File: config.mk
export PLATFORM = sky130hd
export DESIGN_NAME = lcd_cmd_arbiter
export DESIGN_NICKNAME = d
export VERILOG_FILES = /design/src/rtl/lcd_cmd_arbiter.sv
export SDC_FILE = /design/constraint.sdc
export NUM_CORES = 1
export LEC_CHECK = 0
export ABC_AREA = 1
export BUFFER_PORTS_ARGS = -buffer_cell sky130_fd_sc_hd__buf_2
export CORE_UTILIZATION = 25
export CTS_BUF_LIST = sky130_fd_sc_hd__clkbuf_16
export CTS_CLUSTER_DIAMETER = 40
export DETAILED_ROUTE_END_ITERATION = 10
export SYNTH_ARGS = -nofsm -noshare
export SYNTH_HDL_FRONTEND = slang
export SYNTH_SLANG_ARGS = --single-unit
File: constraint.sdc
create_clock -name clk -period 4.3 [get_ports clk]
set_clock_uncertainty 0.15 [all_clocks]
set_input_delay 0.645 -clock clk [delete_from_list [all_inputs] [get_ports clk]]
set_output_delay 0.645 -clock clk [all_outputs]
set_load 0.01 [all_outputs]
File: src/rtl/lcd_cmd_arbiter.sv
// Round-robin arbiter sharing one LCD controller between two requesters; streams Load images.
// Optional watchdog over STREAM/WAIT is enabled by defining LCD_ARB_WDOG_EN.
module lcd_cmd_arbiter #(
  parameter int unsigned NUM_PIX = 36,
  parameter int unsigned WIN_PIX = 9,
  parameter int unsigned TIMEOUT = 64
) (
  input  logic       clk,
  input  logic       reset,
  input  logic       rq0_req,
  input  logic [2:0] rq0_cmd,
  output logic       rq0_gnt,
  output logic       rq0_done,
  input  logic       rq1_req,
  input  logic [2:0] rq1_cmd,
  output logic       rq1_gnt,
  output logic       rq1_done,
  output logic [5:0] rd_addr,
  input  logic [7:0] rd_data0,
  input  logic [7:0] rd_data1,
  output logic [2:0] lcd_cmd,
  output logic       lcd_cmd_valid,
  output logic [7:0] lcd_datain,
  input  logic       lcd_busy,
  input  logic       lcd_output_valid,
  output logic       cmd_err,
  output logic       wdog_err
);

  localparam int unsigned BW        = $clog2(WIN_PIX + 1);
  localparam logic [5:0]  LAST_ADDR = 6'(NUM_PIX - 1);
  localparam logic [BW-1:0] BEAT_MAX = BW'(WIN_PIX);

  typedef enum logic [1:0] {S_IDLE, S_ISSUE, S_STREAM, S_WAIT} state_t;

  state_t        state, state_nxt;
  logic          sel, last_sel, arb_sel;
  logic [2:0]    cmd_q;
  logic [5:0]    pix_cnt;
  logic [BW-1:0] beat_cnt;
  logic [1:0]    done_q;
  logic [1:0]    gnt_c;
  logic          grant, cmd_legal, is_load, stream_last, wait_exit, wd_hit;

  assign grant       = (state == S_IDLE) && (rq0_req || rq1_req) && !lcd_busy;
  assign cmd_legal   = (cmd_q <= 3'd5);
  assign is_load     = (cmd_q == 3'd1);
  assign stream_last = (pix_cnt == LAST_ADDR);
  assign wait_exit   = (beat_cnt == BEAT_MAX) && !lcd_busy;
  assign lcd_datain  = sel ? rd_data1 : rd_data0;
  assign rq0_done    = done_q[0];
  assign rq1_done    = done_q[1];
  assign rq0_gnt     = gnt_c[0];
  assign rq1_gnt     = gnt_c[1];

  // With both pending, favour the one not granted last; otherwise the sole requester.
  always_comb begin
    arb_sel = rq1_req;
    if (rq0_req && rq1_req) arb_sel = ~last_sel;
  end

`ifdef LCD_ARB_WDOG_EN
  localparam int unsigned WW = $clog2(TIMEOUT + 1);
  logic [WW-1:0] wd_cnt;
  logic          wdog_q;

  assign wd_hit   = ((state == S_STREAM) || (state == S_WAIT)) && (wd_cnt == WW'(TIMEOUT - 1));
  assign wdog_err = wdog_q;

  always_ff @(posedge clk) begin
    if (reset) begin
      wd_cnt <= '0;
      wdog_q <= 1'b0;
    end else begin
      if (((state == S_STREAM) || (state == S_WAIT)) && !wd_hit) wd_cnt <= wd_cnt + WW'(1);
      else                                                      wd_cnt <= '0;
      if (wd_hit) wdog_q <= 1'b1;
    end
  end
`else
  logic unused_timeout;
  assign unused_timeout = ^TIMEOUT;
  assign wd_hit   = 1'b0;
  assign wdog_err = 1'b0;
`endif

  always_ff @(posedge clk) begin
    if (reset) state <= S_IDLE;
    else       state <= state_nxt;
  end

  always_comb begin
    state_nxt = state;
    case (state)
      S_IDLE:   if (grant) state_nxt = S_ISSUE;
      S_ISSUE:  begin
        if (!cmd_legal)   state_nxt = S_IDLE;
        else if (is_load) state_nxt = S_STREAM;
        else              state_nxt = S_WAIT;
      end
      S_STREAM: if (stream_last) state_nxt = S_WAIT;
      S_WAIT:   if (wait_exit)   state_nxt = S_IDLE;
      default:  state_nxt = S_IDLE;
    endcase
    if (wd_hit) state_nxt = S_IDLE;
  end

  always_comb begin
    gnt_c         = '0;
    lcd_cmd_valid = 1'b0;
    lcd_cmd       = '0;
    if (state == S_ISSUE) begin
      gnt_c[sel]    = 1'b1;
      lcd_cmd_valid = cmd_legal;
      if (cmd_legal) lcd_cmd = cmd_q;
    end
  end

  // rd_addr is 0 during ISSUE so pixel 0 lands on lcd_datain the cycle after the strobe.
  always_ff @(posedge clk) begin
    if (reset) begin
      sel      <= 1'b0;
      last_sel <= 1'b1;
      cmd_q    <= '0;
      rd_addr  <= '0;
      pix_cnt  <= '0;
      beat_cnt <= '0;
      done_q   <= '0;
      cmd_err  <= 1'b0;
    end else begin
      done_q  <= '0;
      cmd_err <= 1'b0;
      case (state)
        S_IDLE: if (grant) begin
          sel      <= arb_sel;
          last_sel <= arb_sel;
          cmd_q    <= arb_sel ? rq1_cmd : rq0_cmd;
          rd_addr  <= '0;
          pix_cnt  <= '0;
          beat_cnt <= '0;
        end
        S_ISSUE: begin
          if (!cmd_legal) begin
            cmd_err     <= 1'b1;
            done_q[sel] <= 1'b1;
          end else if (is_load && (rd_addr != LAST_ADDR)) begin
            rd_addr <= rd_addr + 6'd1;
          end
        end
        S_STREAM: begin
          if (rd_addr != LAST_ADDR) rd_addr <= rd_addr + 6'd1;
          if (!stream_last)         pix_cnt <= pix_cnt + 6'd1;
        end
        S_WAIT: begin
          if (lcd_output_valid && (beat_cnt != BEAT_MAX)) beat_cnt <= beat_cnt + BW'(1);
          if (wait_exit) begin
            done_q[sel] <= 1'b1;
            beat_cnt    <= '0;
          end
        end
        default: ;
      endcase
      if (wd_hit) begin
        done_q[sel] <= 1'b1;
        beat_cnt    <= '0;
      end
    end
  end

endmodule

==> flow_metrics.tcl, run 1 <==
set metrics [dict create \
    hold_path_startpoint "last_sel" \
    maxSlewViolCount 0 \
    hold_path.class "reg2reg" \
    fillers 757 \
    clk_pin_slew_worst_paths_ps 70 \
    cts_tree "built" \
    gp_congestion 0.801 \
    firstDrtPassIters 5 \
    postRouteAntennaNets 0 \
    cts_max_level 1 \
    drt-total-wl_mm 4.13 \
    dp_hpwl_mm 3.26 \
    p_sw_uw 505 \
    cellLeakagePower_nw 1.04 \
    track_usage_pct 11.1 \
    start_util_pct 26.1 \
    clock_latency_ps 260 \
    clockBufferDepth 2 \
    clkPwrFrac_pct 18.4 \
    ys_ff_latch 26 \
    end_kind "output port" \
    final-hold-violation-count 0 \
    vias 1783 \
    synth.avg_cell_area_um2 6.63 \
    coreArea_um2 6870 \
    synth_area_um2 1790 \
    grt_first_pass_wirelength_mm 6.74 \
    setup_viol 0 \
    multi_input_area_um2 1110 \
    final_nets 358 \
    seqCellArea_um2 520 \
    finalCriticalPeriod_ps 2350 \
    cts_made_buffers 3 \
    grt_pass1_vias 1578 \
    worstPathMaxFanout 5 \
    die_h_um 86.6 \
    seqPwrFrac_pct 32.3 \
    layout_common_cells "79 x nand2_1, 50 x buf_2, 34 x nor2_1" \
    ys_types 31 \
    syn2layout_area_growth_pct 23.0 \
    drt_iter0_markers 80 \
    grt.overflow.total 0 \
    crit_path_start_kind "flop" \
    antenna_found_initial 0 \
    cts_resized 0 \
    maxCapViolations 0 \
    outcome "complete, no violations" \
    cts_hold_buf 0 \
    ys.flop_type "dfxtp_1" \
    rsz0062_at_grt "no" \
    yosys_warnings 0 \
    synth.yosys.seq_area_share_pct 29.1 \
    switching_share_pct 44.7 \
    synth-async-reset-ratio_pct 0 \
    p_int_uw 626 \
    num_antenna_cells 0 \
    cts_setup_buffers 0 \
    numPortBuffers 50 \
    num_io_pins 52 \
    powerDensity_nw_per_um2 514 \
    criticalPathCategory "reg2out" \
    synth_enable_flop_cells 0 \
    final_common_cell "nand2_1" \
    die_area_um2 7500 \
    vias_per_cell 4.31 \
    drive_gt1_share_pct 26.4 \
    required_ps 3500 \
    grt_max_degree 15 \
    syn_nets 308 \
    period_share_pct 54.7 \
    p_total_mw 1.13 \
    power_frac_comb_pct 49.3 \
    clock-sinks 26 \
    tns_ps 0 \
    rows 30 \
    r2r-start "state[0]" \
    ir_worst_vdd_uv 185 \
    die_w_um 86.6 \
    synth_cells 270 \
    fmax_mhz 425 \
    cts_root_buf "clkbuf_16" \
    worst_ep_arrival_time_ps 1560 \
    drc_errors 0 \
    drt-wirelength-per-cell_um 9.98 \
]
==> layout make-up <==
class                   count  area share (%)
inverters                  34            5.80
well taps                  96            5.45
flip-flops and latches     26            23.6
repair buffers             50            11.4
multi-input cells         205            50.3
clock buffers               3            3.41
==> cell usage after synthesis (2+ instances only) <==
library cell	count	area share, %
xor2_1	3	1.5
nand4_1	3	1.0
nor2_1	34	7.1
o21ai_1	2	0.56
nor3_1	4	1.1
a31oi_1	3	1.0
a21oi_2	5	2.4
nand2_1	79	17
clkbuf_1	2	0.42
ha_1	10	7.0
inv_2	7	1.5
dfxtp_1	26	29
nand2_2	2	0.70
nand3_1	11	3.1
nand3_2	10	5.6
o21ai_0	13	3.6
a21oi_1	16	4.5
inv_1	26	5.5
buf_4	2	0.84
==> power groups by stage <==
stage / logic [mW] / registers [mW] / clock network (mW)
final: 0.558 / 0.365 / 0.208
after global routing: 0.633 / 0.379 / 0.225
after CTS: 0.562 / 0.366 / 0.217
after detailed placement: 0.561 / 0.371 / 0
after global placement: 0.549 / 0.370 / 0
after floorplan: 0.425 / 0.364 / 0
==> layer usage <==
| layer | wire, um | part of all wire (%) | track usage, % |
|---|---|---|---|
| met1 | 2040 | 49 | 14.2 |
| met2 | 1850 | 45 | 19.6 |
| met3 | 228 | 5.5 | 2.48 |
| met4 | 14 | 0.34 | 1.36 |
| met5 | 0 | 0 | 0 |
==> sequential cells by signal, indices dropped and copies added, names as in the netlist, named ones only <==
| name | flops |
|---|---|
| beat_cnt | 4 |
| last_sel | 1 |
| sel | 1 |
| rd_addr | 6 |
| done_q | 2 |
| pix_cnt | 6 |
| cmd_err | 1 |
| state | 1 |
| cmd_q | 3 |
==> final timing paths <==
path	to	slack, ps	cells past startpoint
setup / recovery	lcd_cmd[0]	1950	7
hold / removal	last_sel	330	2
setup reg to reg	rd_addr[4]	2420	9
hold reg to reg	last_sel	330	2
==> critical path: stages, from the launching register on <==
cell and delay, ps:
dfxtp_1 350, inv_1 130, ha_1 280, inv_2 80, a21oi_2 190, inv_1 60, nor2_1 80, buf_2 130
==> stage by stage <==
step	setup slack, ps	hold WS, ps	cells	utilization [%]	instance area [um2]
after CTS	1930	337	414	32.1	2200
after global routing	1780	368	414	32.1	2200
after detailed placement	2220	320	411	31.0	2130
after global placement	2270	311	411	31.0	2130
after floorplan	2320	293	270	-	1790
final	1950	334	414	32.1	2200
==> kinds of logic (layout without fill, tap and decap cells) <==
family	after synthesis	after routing	share of synthesized area [%]
AO/OA/AOI/OAI	41	41	13.7
XOR/XNOR	4	4	1.96
adder cells (fa/ha/maj)	10	10	6.99
buffers and inverters	39	87	9.01
flip-flops	26	26	29.1
other	1	1	0.209
AND/OR/NAND/NOR	149	149	39.1
(Power assumes the default switching activity.)
==> inputs of run 2 (changes only) <==
==> constraint.sdc (replaced) <==
create_clock -name clk -period 2.3 [get_ports clk]
set_clock_uncertainty 0.15 [all_clocks]
set_input_delay 0.345 -clock clk [delete_from_list [all_inputs] [get_ports clk]]
set_output_delay 0.345 -clock clk [all_outputs]
set_load 0.01 [all_outputs]
==> run 2 against run 1 <==
  * Count of clock-buffer cells in the layout unchanged
  * Non-clock buffer count up 2
  * Global-route usage up 0.31 points
  * Register-to-register slack worse by 2000 ps
  * Sequential share of layout area down 0.20 points
  * Routed wire length up 0.65%
  * Critical path type unchanged
  * Die area unchanged
  * Sequential power up 86%
  * Sequential cell count unchanged
==> flow_metrics.tcl, run 2 (synthesis results as in run 1) <==
set metrics [dict create \
    outcome "complete, no violations" \
    required_ps 1800 \
    grt_pass1_vias 1562 \
    rsz0062_at_grt "no" \
    dpl_cell_area_um2 2140 \
    drt-wirelength-per-cell_um 9.97 \
    clkPwrFrac_pct 18.8 \
    finalCriticalPeriod_ps 2140 \
    num_io_pins 52 \
    gp_congestion 0.808 \
    powerDensity_nw_per_um2 949 \
    die_w_um 86.6 \
    clk_pin_slew_worst_paths_ps 70 \
    cellLeakagePower_nw 1.05 \
    fin_util_pct 32.3 \
    rr_worst_depth 9 \
    criticalPathCategory "reg2out" \
    cts_resized 0 \
    vias_per_cell 4.35 \
    fmax_mhz 467 \
    die_h_um 86.6 \
    start_util_pct 26.1 \
    setup_viol 0 \
    switching_share_pct 44.2 \
    postRouteAntennaNets 0 \
    coreArea_um2 6870 \
    cts_root_buf "clkbuf_16" \
    die_area_um2 7500 \
    drive_gt1_share_pct 26.8 \
    firstDrtPassIters 4 \
    vias 1813 \
    cts_hold_buf 0 \
    final_area_um2 2220 \
    final_nets 360 \
    syn2layout_area_growth_pct 24.0 \
    cts_tree "built" \
    clock_latency_ps 260 \
    track_usage_pct 11.4 \
    drt_iter0_markers 48 \
    hold_path.class "in2reg" \
    tns_ps 0 \
    numPortBuffers 50 \
    path_cells "inv_1, ha_1, inv_2, a21oi_2, inv_1, nor2_1, buf_2" \
    power_frac_comb_pct 49.0 \
    antenna_found_initial 0 \
    fillers 758 \
    rows 30 \
    maxCapViolations 0 \
    ir_worst_vdd_uv 329 \
    final-hold-violation-count 0 \
    maxSlewViolCount 0 \
    cpMostUsedCell "inv_1" \
    rrSetupSlack_ps 440 \
    path_depth 7 \
    drt-total-wl_mm 4.16 \
    top_regs "pix_cnt x6, rd_addr x6, beat_cnt x4" \
    cpPeakStageDelay_ps 360 \
    clockBufferDepth 2 \
    end_kind "output port" \
    cp_slowest_cell "dfxtp_1" \
    dp_hpwl_mm 3.25 \
    cts_made_buffers 3 \
    seqPwrFrac_pct 32.2 \
    layout_common_cells "79 x nand2_1, 50 x buf_2, 34 x nor2_1" \
    crit_buf_inv 4 \
    drc_errors 0 \
    worstPathMaxFanout 5 \
    final_common_cell "nand2_1" \
    cts_max_level 1 \
    hold_depth 3 \
    num_antenna_cells 0 \
    period_share_pct 93.0 \
    cts_setup_buffers 0 \
    critPathTopFamily "buffers and inverters" \
    clock-sinks 26 \
    p_sw_uw 932 \
    grt.overflow.total 0 \
    p_int_mw 1.18 \
    grt_first_pass_wirelength_mm 6.78 \
    grt_max_degree 15 \
    crit_path_start_kind "flop" \
    worst_ep_arrival_time_ps 1640 \
]
==> run 2: cell count changes in the layout (fill, tap and decap cells not counted), sizes merged <==
cell,previous run,this run
buf,50,52
clkinv,1,2
==> run 2: worst register-to-register path: stages, from the launching register on <==
cell and delay [ps]:
dfxtp_1 450, inv_1 130, ha_1 260, inv_1 110
o21bai_4 160, nand2_4 90, nor2_8 210, nand3_2 90
nand2_1 60, nor2_1 40
==> run 2: layout make-up <==
| cell class | count | area, um2 | area share [%] |
|---|---|---|---|
| inverters | 34 | 128 | 5.75 |
| repair buffers | 52 | 265 | 11.9 |
| flip-flops and latches | 26 | 520 | 23.4 |
| clock inverters | 1 | 3.75 | 0.169 |
| multi-input cells | 205 | 1110 | 49.9 |
| well taps | 96 | 120 | 5.41 |
| clock buffers | 3 | 75.1 | 3.38 |
==> run 2: through the flow <==
step / hold WS, ps / instances / total power, mW / worst slack [ps]
3_3_place_gp: 312 / 413 / 1.71 / 464
5_1_grt: 205 / 417 / 2.30 / 26.3
6_report: 187 / 417 / 2.11 / 160
4_1_cts: 184 / 417 / 2.13 / 139
3_5_place_dp: 311 / 413 / 1.73 / 422
2_1_floorplan: 264 / 270 / 1.48 / 615
==> run 2: per-layer routing <==
metal | wire length [um] | GRT usage (%) | up-vias
met1 | 2110 | 14.5 | 804
met5 | 0 | 0 | -
li1 | - | - | 955
met3 | 226 | 2.29 | 4
met4 | 37 | 3.64 | 0
met2 | 1790 | 19.3 | 50
==> run 2: worst paths after layout <==
check | end | from
max | lcd_cmd[0] | flop
min | cmd_q[2] | rq1_cmd[2]
max reg2reg | rd_addr[4] | state[0]
min reg2reg | last_sel | last_sel
==> run 2: power by group through the flow <==
stage	Sequential (mW)	Clock, mW	Combinational [mW]
final	0.679	0.396	1.03
after global routing	0.696	0.430	1.17
after CTS	0.679	0.411	1.04
after detailed placement	0.691	0	1.04
after global placement	0.689	0	1.02
after floorplan	0.681	0	0.794
==> inputs of run 3 (changes only) <==
--- a/config.mk
+++ b/config.mk
@@ -5,8 +5,8 @@
 export SDC_FILE = /design/constraint.sdc
 export NUM_CORES = 1
 export LEC_CHECK = 0
-export ABC_AREA = 1
 export BUFFER_PORTS_ARGS = -buffer_cell sky130_fd_sc_hd__buf_2
+export CORE_MARGIN = 8
 export CORE_UTILIZATION = 25
 export CTS_BUF_LIST = sky130_fd_sc_hd__clkbuf_16
 export CTS_CLUSTER_DIAMETER = 40
==> run 3 against run 2 <==
  * Global-route usage is 2.8 points lower
  * Combinational power fell by 57%
  * Routed wire length shrank 2.5%
  * Hold slack better by 100 ps
  * Fmax decreased by 0.42%
  * Sequential power decreased by 24%
  * Critical path depth down 2
  * Worst setup slack worse by 9.0 ps
  * Via count shrank 18%
  * Clock power is 3% lower
  * Count of clock-buffer cells in the layout unchanged
  * Critical path type unchanged
==> flow_metrics.tcl, run 3 <==
set metrics [dict create \
    clock-sinks 26 \
    seqCellArea_um2 520 \
    numPortBuffers 50 \
    setup_viol 0 \
    syn_nets 221 \
    clock_latency_ps 260 \
    cts_hold_buf 0 \
    end_kind "output port" \
    grt_first_pass_wirelength_mm 6.52 \
    layout_common_cells "50 x buf_2, 26 x dfxtp_1, 13 x inv_1" \
    synth_common_cells "26 x dfxtp_1, 13 x inv_1, 10 x a21oi_1, 10 x ha_1, 9 x nand2_1" \
    synth_area_um2 1580 \
    cts_made_buffers 3 \
    synth-async-reset-ratio_pct 0 \
    num_antenna_cells 0 \
    die_h_um 95.6 \
    drc_errors 0 \
    cts_resized 0 \
    grt_pass1_vias 1435 \
    required_ps 1800 \
    vias_per_cell 4.83 \
    clk_pin_slew_worst_paths_ps 70 \
    layoutNonFillerInstCount 309 \
    final_nets 272 \
    yosys_warnings 0 \
    ys_types 42 \
    clockBufferDepth 2 \
    multi_input_area_um2 983 \
    tns_ps 0 \
    drt_iter0_markers 83 \
    critPathTopFamily "buffers and inverters" \
    dpl_worst_slack_ps 360 \
    rows 29 \
    cp_slowest_cell "dfxtp_1" \
    fin_ws_ps 151 \
    cts_max_level 1 \
    vias 1491 \
    grt.overflow.total 0 \
    crit_buf_inv 3 \
    drt-total-wl_mm 4.05 \
    antenna_found_initial 0 \
    hold_slack_ps 290 \
    hold_path.class "in2reg" \
    final_common_cell "buf_2" \
    synth_enable_flop_cells 0 \
    firstDrtPassIters 4 \
    criticalPathCategory "reg2out" \
    rsz0062_at_grt "no" \
    num_io_pins 52 \
    start_util_pct 25.4 \
    grt_max_degree 29 \
    synth_cells 183 \
    die_w_um 95.6 \
    crit_path_start_kind "flop" \
    placedCellCount 306 \
    final-hold-violation-count 0 \
    coreArea_um2 6240 \
    ys_ff_latch 26 \
    synth.yosys.seq_area_share_pct 32.9 \
    path_cells "inv_1, ha_1, a21boi_1, buf_4, buf_2" \
    synth.area.top_cells "dfxtp_1 33%, ha_1 7.9%, mux2_2 5.7%" \
    worst_ep_arrival_time_ps 1650 \
    cellLeakagePower_nw 0.837 \
    track_usage_pct 8.63 \
    syn2layout_area_growth_pct 26.2 \
    maxCapViolations 0 \
    ys.flop_type "dfxtp_1" \
    gp_congestion 0.804 \
    outcome "complete, no violations" \
    fin_util_pct 32.0 \
    die_area_um2 9130 \
    synth.most_common_cell "dfxtp_1" \
    cts_setup_buffers 0 \
    cts_tree "built" \
    top_regs "pix_cnt x6, rd_addr x6, beat_cnt x4" \
    ir_worst_vdd_uv 306 \
    postRouteAntennaNets 0 \
    yosysTopAreaCellShare_pct 32.9 \
    cts_root_buf "clkbuf_16" \
    fillers 678 \
    period_share_pct 93.4 \
    finalCriticalPeriod_ps 2150 \
    fmax_mhz 465 \
    powerDensity_nw_per_um2 672 \
    synth_area_leader_cell "dfxtp_1" \
    synth.avg_cell_area_um2 8.65 \
    drive_gt1_share_pct 29.7 \
    dp_hpwl_mm 3.18 \
    worstPathMaxFanout 8 \
    maxSlewViolCount 0 \
    cpPeakStageDelay_ps 370 \
    drt-wirelength-per-cell_um 13.1 \
]
==> run 3: worst reg2reg max path, cell delays in order, from the launching register on <==
cell,delay [ps]
dfxtp_1,430
inv_1,120
ha_1,290
a31oi_1,180
o21ai_0,140
a211o_1,360
o32ai_1,220
==> run 3: worst paths after layout <==
check | slack [ps] | startpoint | end | cells past startpoint
min reg2reg | 330 | last_sel | last_sel | 2
max reg2reg | 310 | flop | rd_addr[2] | 6
max | 150 | flop | lcd_cmd_valid | 5
min | 290 | rq0_cmd[2] | cmd_q[2] | 3
==> run 3: per-layer routing <==
layer	GRT usage [%]	part of all wire (%)	up-vias
li1	-	-	771
met1	11.4	50	657
met2	13.3	38	59
met3	2.60	12	4
met4	2.30	0.76	0
met5	0	0	-
==> run 3: final cells by class <==
class                           count  area share (%)
Timing Repair Buffer               53            13.7
Multi-Input combinational cell    137            49.2
Sequential cell                    26            26.1
Tap cell                           77            4.82
Inverter                           13            2.44
Clock buffer                        3            3.76
==> run 3: logic make-up (layout without fill, tap and decap cells) <==
logic type / Yosys count / count (layout) / share of synthesized area, %
other: 1 / 1 / 0.237
AOI/OAI and AO/OA: 49 / 49 / 20.9
adders and majority gates: 10 / 10 / 7.91
and+or+nand+nor: 61 / 61 / 22.3
DFF: 26 / 26 / 32.9
muxes: 16 / 16 / 10.8
buffers and inverters: 20 / 69 / 4.98
==> run 3: stage by stage <==
| stage | power, mW | cell area, um2 |
|---|---|---|
| after CTS | 1.35 | 2000 |
| final | 1.34 | 2000 |
| after global routing | 1.43 | 2000 |
| after global placement | 0.958 | 1920 |
| after floorplan | 0.815 | 1580 |
| after detailed placement | 0.964 | 1920 |
==> run 3: power by group <==
part / switching [mW] / internal, mW
Clock: 0.153 / 0.230
Sequential: 0.0355 / 0.478
Combinational: 0.246 / 0.198
Total: 0.435 / 0.906
